### src/rtl/spi_shift_pkg.sv
// Shared definitions for the SPI shift stage.
//   SPI_CHAR_LEN      : default maximum character length in bits
//   SPI_CHAR_LEN_BITS : default width of the length code (0 encodes SPI_CHAR_LEN)
//   IDLE/SHIFT/DONE   : FSM state encodings
//   spi_dbg_t         : debug snapshot of the FSM state and both bit counters
package spi_shift_pkg;

  localparam int SPI_CHAR_LEN      = 32;
  localparam int SPI_CHAR_LEN_BITS = 5;
  localparam int SPI_CNT_W         = SPI_CHAR_LEN_BITS + 1;

  localparam logic [1:0] IDLE  = 2'd0;
  localparam logic [1:0] SHIFT = 2'd1;
  localparam logic [1:0] DONE  = 2'd2;

  typedef struct packed {
    logic [1:0]           state;
    logic [SPI_CNT_W-1:0] tx_cnt;
    logic [SPI_CNT_W-1:0] rx_cnt;
  } spi_dbg_t;

endpackage

### src/rtl/spi_bit_cnt.sv
// Loadable down-counter used to track the bits still to be sent or received.
//   i_clk, i_rst : clock, synchronous active-high reset
//   i_load       : load i_load_val (has priority over i_dec)
//   i_dec        : decrement by one; saturates at zero
//   o_cnt        : current count
//   o_is_one     : o_cnt == 1
//   o_is_zero    : o_cnt == 0
module spi_bit_cnt #(
  parameter int W = 6
) (
  input  logic         i_clk,
  input  logic         i_rst,
  input  logic         i_load,
  input  logic [W-1:0] i_load_val,
  input  logic         i_dec,
  output logic [W-1:0] o_cnt,
  output logic         o_is_one,
  output logic         o_is_zero
);

  logic [W-1:0] cnt_q;
  logic [W-1:0] cnt_d;

  always_comb begin
    cnt_d = cnt_q;
    if (i_load) begin
      cnt_d = i_load_val;
    end else if (i_dec && (cnt_q != '0)) begin
      cnt_d = cnt_q - 1'b1;
    end
  end

  always_ff @(posedge i_clk) begin
    if (i_rst) begin
      cnt_q <= '0;
    end else begin
      cnt_q <= cnt_d;
    end
  end

  assign o_cnt     = cnt_q;
  assign o_is_one  = (cnt_q == W'(1));
  assign o_is_zero = (cnt_q == '0);

endmodule

### src/rtl/spi_shift.sv
// SPI serialiser/deserialiser driven by the clock generator's edge pulses.
// Optional feature macro: SPI_LSB_FIRST_EN adds i_lsb (LSB-first ordering).
//   i_clk, i_rst     : clock, synchronous active-high reset
//   i_start          : request a transfer (accepted only in IDLE)
//   i_len            : character length code, 0 means DATA_W bits
//   i_tx_negedge     : MOSI advances on neg-edge pulse (else pos-edge)
//   i_rx_negedge     : MISO sampled on neg-edge pulse (else pos-edge)
//   i_pos_edge/i_neg_edge : SCLK edge pulses from the clock generator
//   i_tx_data        : word to transmit
//   i_miso           : serial input
//   i_lsb            : (SPI_LSB_FIRST_EN only) 1 = LSB first
//   o_mosi           : serial output
//   o_rx_data        : received word, right-justified, valid from o_done on
//   o_busy           : transfer in progress (generator enable)
//   o_last_clk       : final bit in flight (generator last-clock)
//   o_done           : one-cycle completion pulse
//   o_dbg            : FSM state and both counters
//
// Handshake: i_start is a one-cycle request with no ready signal; it is
// accepted only when the FSM is IDLE (o_busy=0 and o_done=0) and is
// silently dropped otherwise. i_len, i_tx_data, the edge-mode bits and i_lsb
// are captured on the accepting cycle and ignored for the rest of the transfer.
module spi_shift
  import spi_shift_pkg::*;
#(
  parameter int DATA_W = SPI_CHAR_LEN,
  parameter int LEN_W  = SPI_CHAR_LEN_BITS
) (
  input  logic              i_clk,
  input  logic              i_rst,
  input  logic              i_start,
  input  logic [LEN_W-1:0]  i_len,
  input  logic              i_tx_negedge,
  input  logic              i_rx_negedge,
  input  logic              i_pos_edge,
  input  logic              i_neg_edge,
  input  logic [DATA_W-1:0] i_tx_data,
  input  logic              i_miso,
`ifdef SPI_LSB_FIRST_EN
  input  logic              i_lsb,
`endif
  output logic              o_mosi,
  output logic [DATA_W-1:0] o_rx_data,
  output logic              o_busy,
  output logic              o_last_clk,
  output logic              o_done,
  output spi_dbg_t          o_dbg
);

  localparam int               CNT_W    = LEN_W + 1;
  localparam logic [CNT_W-1:0] DATA_W_C = CNT_W'(DATA_W);

  logic [1:0]        state_q, state_d;
  logic [DATA_W-1:0] tx_sr_q, tx_sr_d;
  logic [DATA_W-1:0] rx_sr_q, rx_sr_d;
  logic [DATA_W-1:0] rx_data_q, rx_data_d;
  logic              mosi_q, mosi_d;
  logic              last_q, last_d;
  logic              tx_neg_q, tx_neg_d;
  logic              rx_neg_q, rx_neg_d;
  logic              lsb_q, lsb_d;
  logic [CNT_W-1:0]  len_n_q, len_n_d;

  logic              lsb_in;
  logic [CNT_W-1:0]  start_n;
  logic              tx_edge, rx_edge;
  logic              cnt_load, tx_dec, rx_dec;
  logic [CNT_W-1:0]  tx_cnt, rx_cnt;
  logic              tx_one, tx_zero, rx_one, rx_zero;

`ifdef SPI_LSB_FIRST_EN
  assign lsb_in = i_lsb;
`else
  assign lsb_in = 1'b0;
`endif

  assign start_n  = (i_len == '0) ? DATA_W_C : {1'b0, i_len};
  assign tx_edge  = tx_neg_q ? i_neg_edge : i_pos_edge;
  assign rx_edge  = rx_neg_q ? i_neg_edge : i_pos_edge;
  assign cnt_load = (state_q == IDLE) && i_start;
  // tx_cnt stops at 1: the last bit stays on MOSI rather than shifting out.
  assign tx_dec   = (state_q == SHIFT) && tx_edge && !tx_one && !tx_zero;
  assign rx_dec   = (state_q == SHIFT) && rx_edge && !rx_zero;

  spi_bit_cnt #(.W(CNT_W)) u_tx_cnt (
    .i_clk      (i_clk),
    .i_rst      (i_rst),
    .i_load     (cnt_load),
    .i_load_val (start_n),
    .i_dec      (tx_dec),
    .o_cnt      (tx_cnt),
    .o_is_one   (tx_one),
    .o_is_zero  (tx_zero)
  );

  spi_bit_cnt #(.W(CNT_W)) u_rx_cnt (
    .i_clk      (i_clk),
    .i_rst      (i_rst),
    .i_load     (cnt_load),
    .i_load_val (start_n),
    .i_dec      (rx_dec),
    .o_cnt      (rx_cnt),
    .o_is_one   (rx_one),
    .o_is_zero  (rx_zero)
  );

  always_comb begin
    state_d   = state_q;
    tx_sr_d   = tx_sr_q;
    rx_sr_d   = rx_sr_q;
    rx_data_d = rx_data_q;
    mosi_d    = mosi_q;
    tx_neg_d  = tx_neg_q;
    rx_neg_d  = rx_neg_q;
    lsb_d     = lsb_q;
    len_n_d   = len_n_q;
    case (state_q)
      IDLE: begin
        if (i_start) begin
          state_d  = SHIFT;
          // MSB-first: left-align the character so its MSB sits at the top.
          tx_sr_d  = lsb_in ? i_tx_data : (i_tx_data << (DATA_W_C - start_n));
          rx_sr_d  = '0;
          mosi_d   = lsb_in ? tx_sr_d[0] : tx_sr_d[DATA_W-1];
          tx_neg_d = i_tx_negedge;
          rx_neg_d = i_rx_negedge;
          lsb_d    = lsb_in;
          len_n_d  = start_n;
        end
      end
      SHIFT: begin
        if (tx_dec) begin
          tx_sr_d = lsb_q ? (tx_sr_q >> 1) : (tx_sr_q << 1);
          mosi_d  = lsb_q ? tx_sr_d[0] : tx_sr_d[DATA_W-1];
        end
        if (rx_dec) begin
          // LSB-first fills from the top; realigned to bit 0 on completion.
          rx_sr_d = lsb_q ? {i_miso, rx_sr_q[DATA_W-1:1]}
                          : {rx_sr_q[DATA_W-2:0], i_miso};
          if (rx_one) begin
            state_d   = DONE;
            rx_data_d = lsb_q ? (rx_sr_d >> (DATA_W_C - len_n_q)) : rx_sr_d;
          end
        end
      end
      DONE: begin
        state_d = IDLE;
      end
      default: begin
        state_d = IDLE;
      end
    endcase
  end

  // Registered copy of (state==SHIFT && tx_cnt==1), built from next values.
  always_comb begin
    last_d = 1'b0;
    if (state_d == SHIFT) begin
      if (cnt_load) begin
        last_d = (start_n == CNT_W'(1));
      end else if (tx_dec) begin
        last_d = (tx_cnt == CNT_W'(2));
      end else begin
        last_d = tx_one;
      end
    end
  end

  always_ff @(posedge i_clk) begin
    if (i_rst) begin
      state_q   <= IDLE;
      tx_sr_q   <= '0;
      rx_sr_q   <= '0;
      rx_data_q <= '0;
      mosi_q    <= 1'b0;
      last_q    <= 1'b0;
      tx_neg_q  <= 1'b0;
      rx_neg_q  <= 1'b0;
      lsb_q     <= 1'b0;
      len_n_q   <= '0;
    end else begin
      state_q   <= state_d;
      tx_sr_q   <= tx_sr_d;
      rx_sr_q   <= rx_sr_d;
      rx_data_q <= rx_data_d;
      mosi_q    <= mosi_d;
      last_q    <= last_d;
      tx_neg_q  <= tx_neg_d;
      rx_neg_q  <= rx_neg_d;
      lsb_q     <= lsb_d;
      len_n_q   <= len_n_d;
    end
  end

  assign o_mosi       = mosi_q;
  assign o_rx_data    = rx_data_q;
  assign o_busy       = (state_q == SHIFT);
  assign o_done       = (state_q == DONE);
  assign o_last_clk   = last_q;
  assign o_dbg.state  = state_q;
  assign o_dbg.tx_cnt = SPI_CNT_W'(tx_cnt);
  assign o_dbg.rx_cnt = SPI_CNT_W'(rx_cnt);

endmodule
### config.mk
export PLATFORM = sky130hd
export DESIGN_NAME = spi_shift
export DESIGN_NICKNAME = d
export VERILOG_FILES = /design/src/rtl/spi_shift_pkg.sv /design/src/rtl/spi_bit_cnt.sv /design/src/rtl/spi_shift.sv
export SDC_FILE = /design/constraint.sdc
export NUM_CORES = 1
export LEC_CHECK = 0
export CAP_MARGIN = 20
export CORE_MARGIN = 2
export CORE_UTILIZATION = 45
export DETAILED_ROUTE_END_ITERATION = 8
export PLACE_DENSITY_LB_ADDON = 0.08
export SETUP_SLACK_MARGIN = 0.15
export SLEW_MARGIN = 10
export SYNTH_ARGS = -nofsm -noshare
export SYNTH_HDL_FRONTEND = slang
export SYNTH_SLANG_ARGS = --single-unit
### constraint.sdc
create_clock -name i_clk -period 3.95 [get_ports i_clk]
set_input_delay 0.79 -clock i_clk [delete_from_list [all_inputs] [get_ports i_clk]]
set_output_delay 0.79 -clock i_clk [all_outputs]
set_load 0.05 [all_outputs]
---- After elaboration in Yosys (flattened, before gate mapping) ----
Index checks and enable logic that the tools add are counted.
storage, ports and cells
  register bits after elaboration ......... 112
  input port bits ......................... 45
  output and inout port bits .............. 50
  word-level logic and storage cells ...... 72
operators by class
  $add $sub $neg .......................... 3
  equal/unequal tests ..................... 10
  shifts and indexed selects .............. 1
  muxes and demuxes ....................... 22
  bitwise logic cells ..................... 1
  reduce and logical (&&, ||, !) cells .... 25
operator list
  operator             number
  $mux 31              4
  $pmux 31 s2          2
  $shl 32x6->32        1
  $mux 6               5
  $eq 6x1->1 const B   3
  $logic_not 6->1      2
  $reduce_bool 6->1    2
  $sub 6x1->6 const B  2
  $reduce_and 3->1     3
  $logic_and 1x1->1    8
  $eq 6x2->1 const B   1
  $mux 1               6
  $mux 2               3
  $reduce_bool 2->1    3
  $sub 6x6->6 const A  1
  $logic_not 5->1      1
  $eq 2x1->1 const B   2
  $ne 2x1->1 const B   2
  $pmux 2 s2           1
  $logic_not 1->1      3
  $eq 2x2->1 const B   1
  $logic_not 2->1      1
  $ne 2x2->1 const B   1
  $pmux 1 s2           1
  other kinds (3)      3

---- Longest topological paths before layout ----
  word-level depth ........................ 8
  depth in mapped cells ................... 12
  gate-level depth less buffers ........... 7

---- Cells and area by module ----
A second synthesis with hierarchy kept.
second synthesis, totals
  cells, all modules ...................... 777
  area, all modules ....................... 6,528.8 µm²
by module, submodules not included
  module       instances  cells each  area an instance (µm²)  sequential area each (µm²)
  spi_shift    1          673         5,637.9                 2,001.9
  spi_bit_cnt  2          52          445.4                   120.1

---- Worst setup path before layout ----
No wires, ideal clock.
  kind .................................... input -> register
  from .................................... input i_len[0]
  to ...................................... register tx_sr_q[9]
  setup time .............................. 0.132 ns
  arrival ................................. 2.967 ns
  required time ........................... 3.818 ns
  setup slack ............................. 0.851 ns
  cell stages on the path ................. 12
  path buffers ............................ 6
  path through ............................ buf_6 -> buf_6 -> buf_6 -> clkbuf_1 -> ha_1 -> buf_4 -> clkbuf_1 -> mux4_2 -> mux2i_1 -> mux2i_1 -> a221oi_1 -> nor3_1
on the way
  word-level cells in the longest chain between the ends .. 6
ends and longest elaborated chain
  item                  line              source
  from (decl)           spi_shift.sv:32   input logic [LEN_W-1:0] i_len,
  $logic_not 5->1       spi_shift.sv:77   assign start_n = (i_len == '0) ? DATA_W_C : {1'b0, i_len};
  $mux 6 (*)            spi_shift.sv:77
  $sub 6x6->6 (*)       spi_shift.sv:122  tx_sr_d = lsb_in ? i_tx_data : (i_tx_data << (DATA_W_C - start_n));
  $shl 32x6->32 (*)     spi_shift.sv:122
  $mux 31 (*)           spi_shift.sv:119  if (i_start) begin
  $pmux 31 s2 (*)       spi_shift.sv:117  case (state_q)
  to (signal assigned)  spi_shift.sv:183  tx_sr_q <= tx_sr_d;
  to (decl)             spi_shift.sv:54   logic [DATA_W-1:0] tx_sr_q, tx_sr_d;
Mark *: on every way between the ends. The rest lies on a longest branch, timed or not. The select of a mux whose other input is x is not followed.
A chain may end at the register's enable or synchronous reset.

---- Final worst setup path ----
  from .................................... input i_len[1]
  to ...................................... register tx_sr_q[16]
Same word-level chain as after synthesis.

==> impl_metrics.tcl <==
set metrics [dict create \
    place.gp.congestion 0.964 \
    grt_first_pass_wirelength_microns 27500 \
    grt_use_total 0.232 \
    grt_max_degree 40 \
    hold_path_class "reg -> reg" \
    vdd_drop_max_mv 0.283 \
    drc 0 \
    synthCells 721 \
    synth_cell_type_count 70 \
    power_frac_clock 0.328 \
    finClkSkew_ns 0.00842 \
    dieHeight_microns 122 \
    cts_tree "yes" \
    grt_overflow 0 \
    cts.sinks 112 \
    core_area_sq_um 13700 \
    setup_ws_ns 0.736 \
    ys_ff_latch 112 \
    maxSlewHeadroom 0.438 \
    layout_common_cells "nand2_1, dfxtp_1, clkdlybuf4s50_1, a21oi_1, nand3_1" \
    cp_slowest_cell "a2111oi_0" \
    fmax_mhz 311 \
    drv_cap 0 \
    numCtsBuffers 9 \
    hold_viol_final 0 \
    io_pins 95 \
    period_minus_slack_ns 3.21 \
    syn2layout_area_growth_pct 21.3 \
    drive_gt1_frac 0.137 \
    cp-start-kind "input pin" \
    grt_setup_unrepaired "false" \
    num_antenna_cells 0 \
    synth.avg_cell_area_sq_um 8.68 \
    swShare 0.315 \
    met1_length_microns 7980 \
    drtIter0Drc 557 \
    hold_buffers 0 \
    dp.cells 954 \
    worstPathArrival_ns 3.44 \
    cts-root-buf "clkbuf_16" \
    worstSetupPathType "in -> reg" \
    pre_cts_ws_ns 0.387 \
    total_leakage_power_nw 2.55 \
    fin_cells 970 \
    clk-insertion-delay-late_ns 0.36 \
    start_util 0.456 \
    dr.pass1.iters 5 \
    postRouteWirelength_microns 16800 \
    synth_fp_nets 775 \
    post-dp-hpwl_microns 12000 \
    cts_buffer_depth 2 \
    synth_warnings 0 \
    power.internal_mw 2.00 \
    viasPerCell 5.85 \
    synth_async_sr_flop_share 0 \
    yosysSeqAreaShare 0.358 \
    num_rows 43 \
    wl_met3_microns 1260 \
    wl_per_cell_microns 17.4 \
    clk_pin_slew_ns 0.08 \
    crit_required_ns 4.17 \
    port_buffers 94 \
    final_nets 839 \
    cts.htree.levels 3 \
    post_cts_buffers 0 \
    final_max_slew_viol_count 0 \
    outcome "complete, no violations" \
    cts_resized 0 \
    seq_power_share 0.419 \
    p_comb_frac 0.253 \
    die_area_sq_um 14900 \
    num_vias 5671 \
    synthFlopType "dfxtp_1" \
    finalPower_mw 2.92 \
    topRoutingLayerUsed "met4" \
    end_kind "flop" \
    fillers 1306 \
    synth_area_sq_um 6260 \
    setup_viol 0 \
    antenna_found_initial 0 \
    max_stage_delay_ns 0.66 \
    route.met2.wl_microns 7420 \
    final_common_cell "nand2_1" \
    ant_nets 0 \
    synth_edf_count 0 \
    multi_input_area_sq_um 3680 \
    final_util 0.553 \
    fin_crit_sh 0.814 \
    worstMarginPinSlew_ns 0.842 \
    cp_cell_sequence "clkdlybuf4s50_1, inv_1, ha_1, xor2_4, buf_4, mux2i_1, nor2_1, a2111oi_0, o31ai_1" \
    setup-tns-final_ns 0 \
    switching_power_mw 0.919 \
    grt_pass1_vias 5320 \
    die_w_microns 122 \
    critPathMaxFanout 30 \
    cellPowerDensity_nw_per_um2 384 \
    seq_area_sq_um 2240 \
]
## area by class of cell
| class | instances | area share |
|---|---|---|
| Sequential cell | 112 | 0.295 |
| Tap cell | 180 | 0.0297 |
| Inverter | 8 | 0.00396 |
| Multi-Input combinational cell | 539 | 0.485 |
| Clock buffer | 10 | 0.0315 |
| Clock inverter | 6 | 0.00989 |
| Timing Repair Buffer | 115 | 0.145 |
## final timing paths
check	start	to	slack (ns)	depth (start not counted)
setup / recovery	i_len[1]	tx_sr_q[16]$_SDFFE_PP0P_	0.74	9
hold reg to reg	o_rx_data[14]$_SDFFE_PP0P_	o_rx_data[14]$_SDFFE_PP0P_	0.45	2
hold / removal	o_rx_data[14]$_SDFFE_PP0P_	o_rx_data[14]$_SDFFE_PP0P_	0.45	2
setup reg to reg	u_tx_cnt.o_cnt[0]$_SDFFE_PP0P_	tx_sr_q[25]$_SDFFE_PP0P_	1.16	8
## through the flow
| stage | cell area, sq um | hold slack [ns] |
|---|---|---|
| 2_1_floorplan | 6260 | 0.420 |
| 3_3_place_gp | 7280 | 0.440 |
| 3_5_place_dp | 7280 | 0.439 |
| 4_1_cts | 7590 | 0.454 |
| 5_1_grt | 7590 | 0.473 |
| 6_report | 7590 | 0.450 |
## state kept, by name, summed over array words and instances (netlist names)
name	count
o_rx_data	32
rx_sr_q	31
u_rx_cnt.o_cnt	6
o_mosi	1
o_last_clk	1
tx_sr_q	31
u_tx_cnt.o_cnt	6
tx_neg_q	1
rx_neg_q	1
state_q	2
## power groups by stage
stage,logic [mW],registers (mW),clock network [mW]
final,0.739,1.22,0.956
after floorplan,0.471,1.28,0
after global routing,0.795,1.23,1.02
after CTS,0.730,1.22,0.979
after detailed placement,0.727,1.25,0
after global placement,0.720,1.25,0
## synthesized netlist by cell type (4+ instances only)
cell type	number	area [sq um]
and2_1	5	31.3
a21oi_1	90	450
nor3_1	12	60.1
dfxtp_1	112	2240
o311a_1	4	40.0
a31oi_1	6	37.5
o31ai_1	7	52.6
mux2i_1	20	200
clkbuf_1	33	124
a221oi_1	6	52.6
nand2b_1	6	37.5
a32oi_1	5	43.8
o21ai_0	16	80.1
nor4_1	5	31.3
a311oi_1	6	52.6
nor2_1	40	150
buf_2	13	65.1
nand2_1	141	529
nand3_1	42	210
a211oi_1	6	45.0
o211ai_1	4	30.0
mux2_2	15	169
buf_6	5	56.3
buf_4	8	60.1
inv_1	6	22.5
ha_1	9	113
mux4_2	29	653
## per-layer routing
layer	track usage	vias up
li1	-	2738
met1	0.351	2696
met2	0.338	217
met3	0.0557	20
met4	0.0445	0
met5	0	-
## cells by family (layout without fill, tap and decap cells)
logic type,Yosys count,count (layout),synth area share
AND/OR/NAND/NOR,280,280,0.204
flip-flops,112,112,0.358
adder cells (fa/ha/maj),9,9,0.0180
multiplexers,66,66,0.167
XOR/XNOR,6,6,0.00960
buffers and inverters,70,139,0.0580
AO/OA/AOI/OAI,178,178,0.185
## worst max-delay path: cells and delay by family
kind / cells / cell delay, ns
buffers and inverters: 3 / 1.07
AO/OA/AOI/OAI: 2 / 0.77
multiplexers: 1 / 0.32
adder cells (fa/ha/maj): 1 / 0.27
XOR/XNOR: 1 / 0.14
AND/OR/NAND/NOR: 1 / 0.06
No activity file was read; power rests on OpenSTA's default activity.
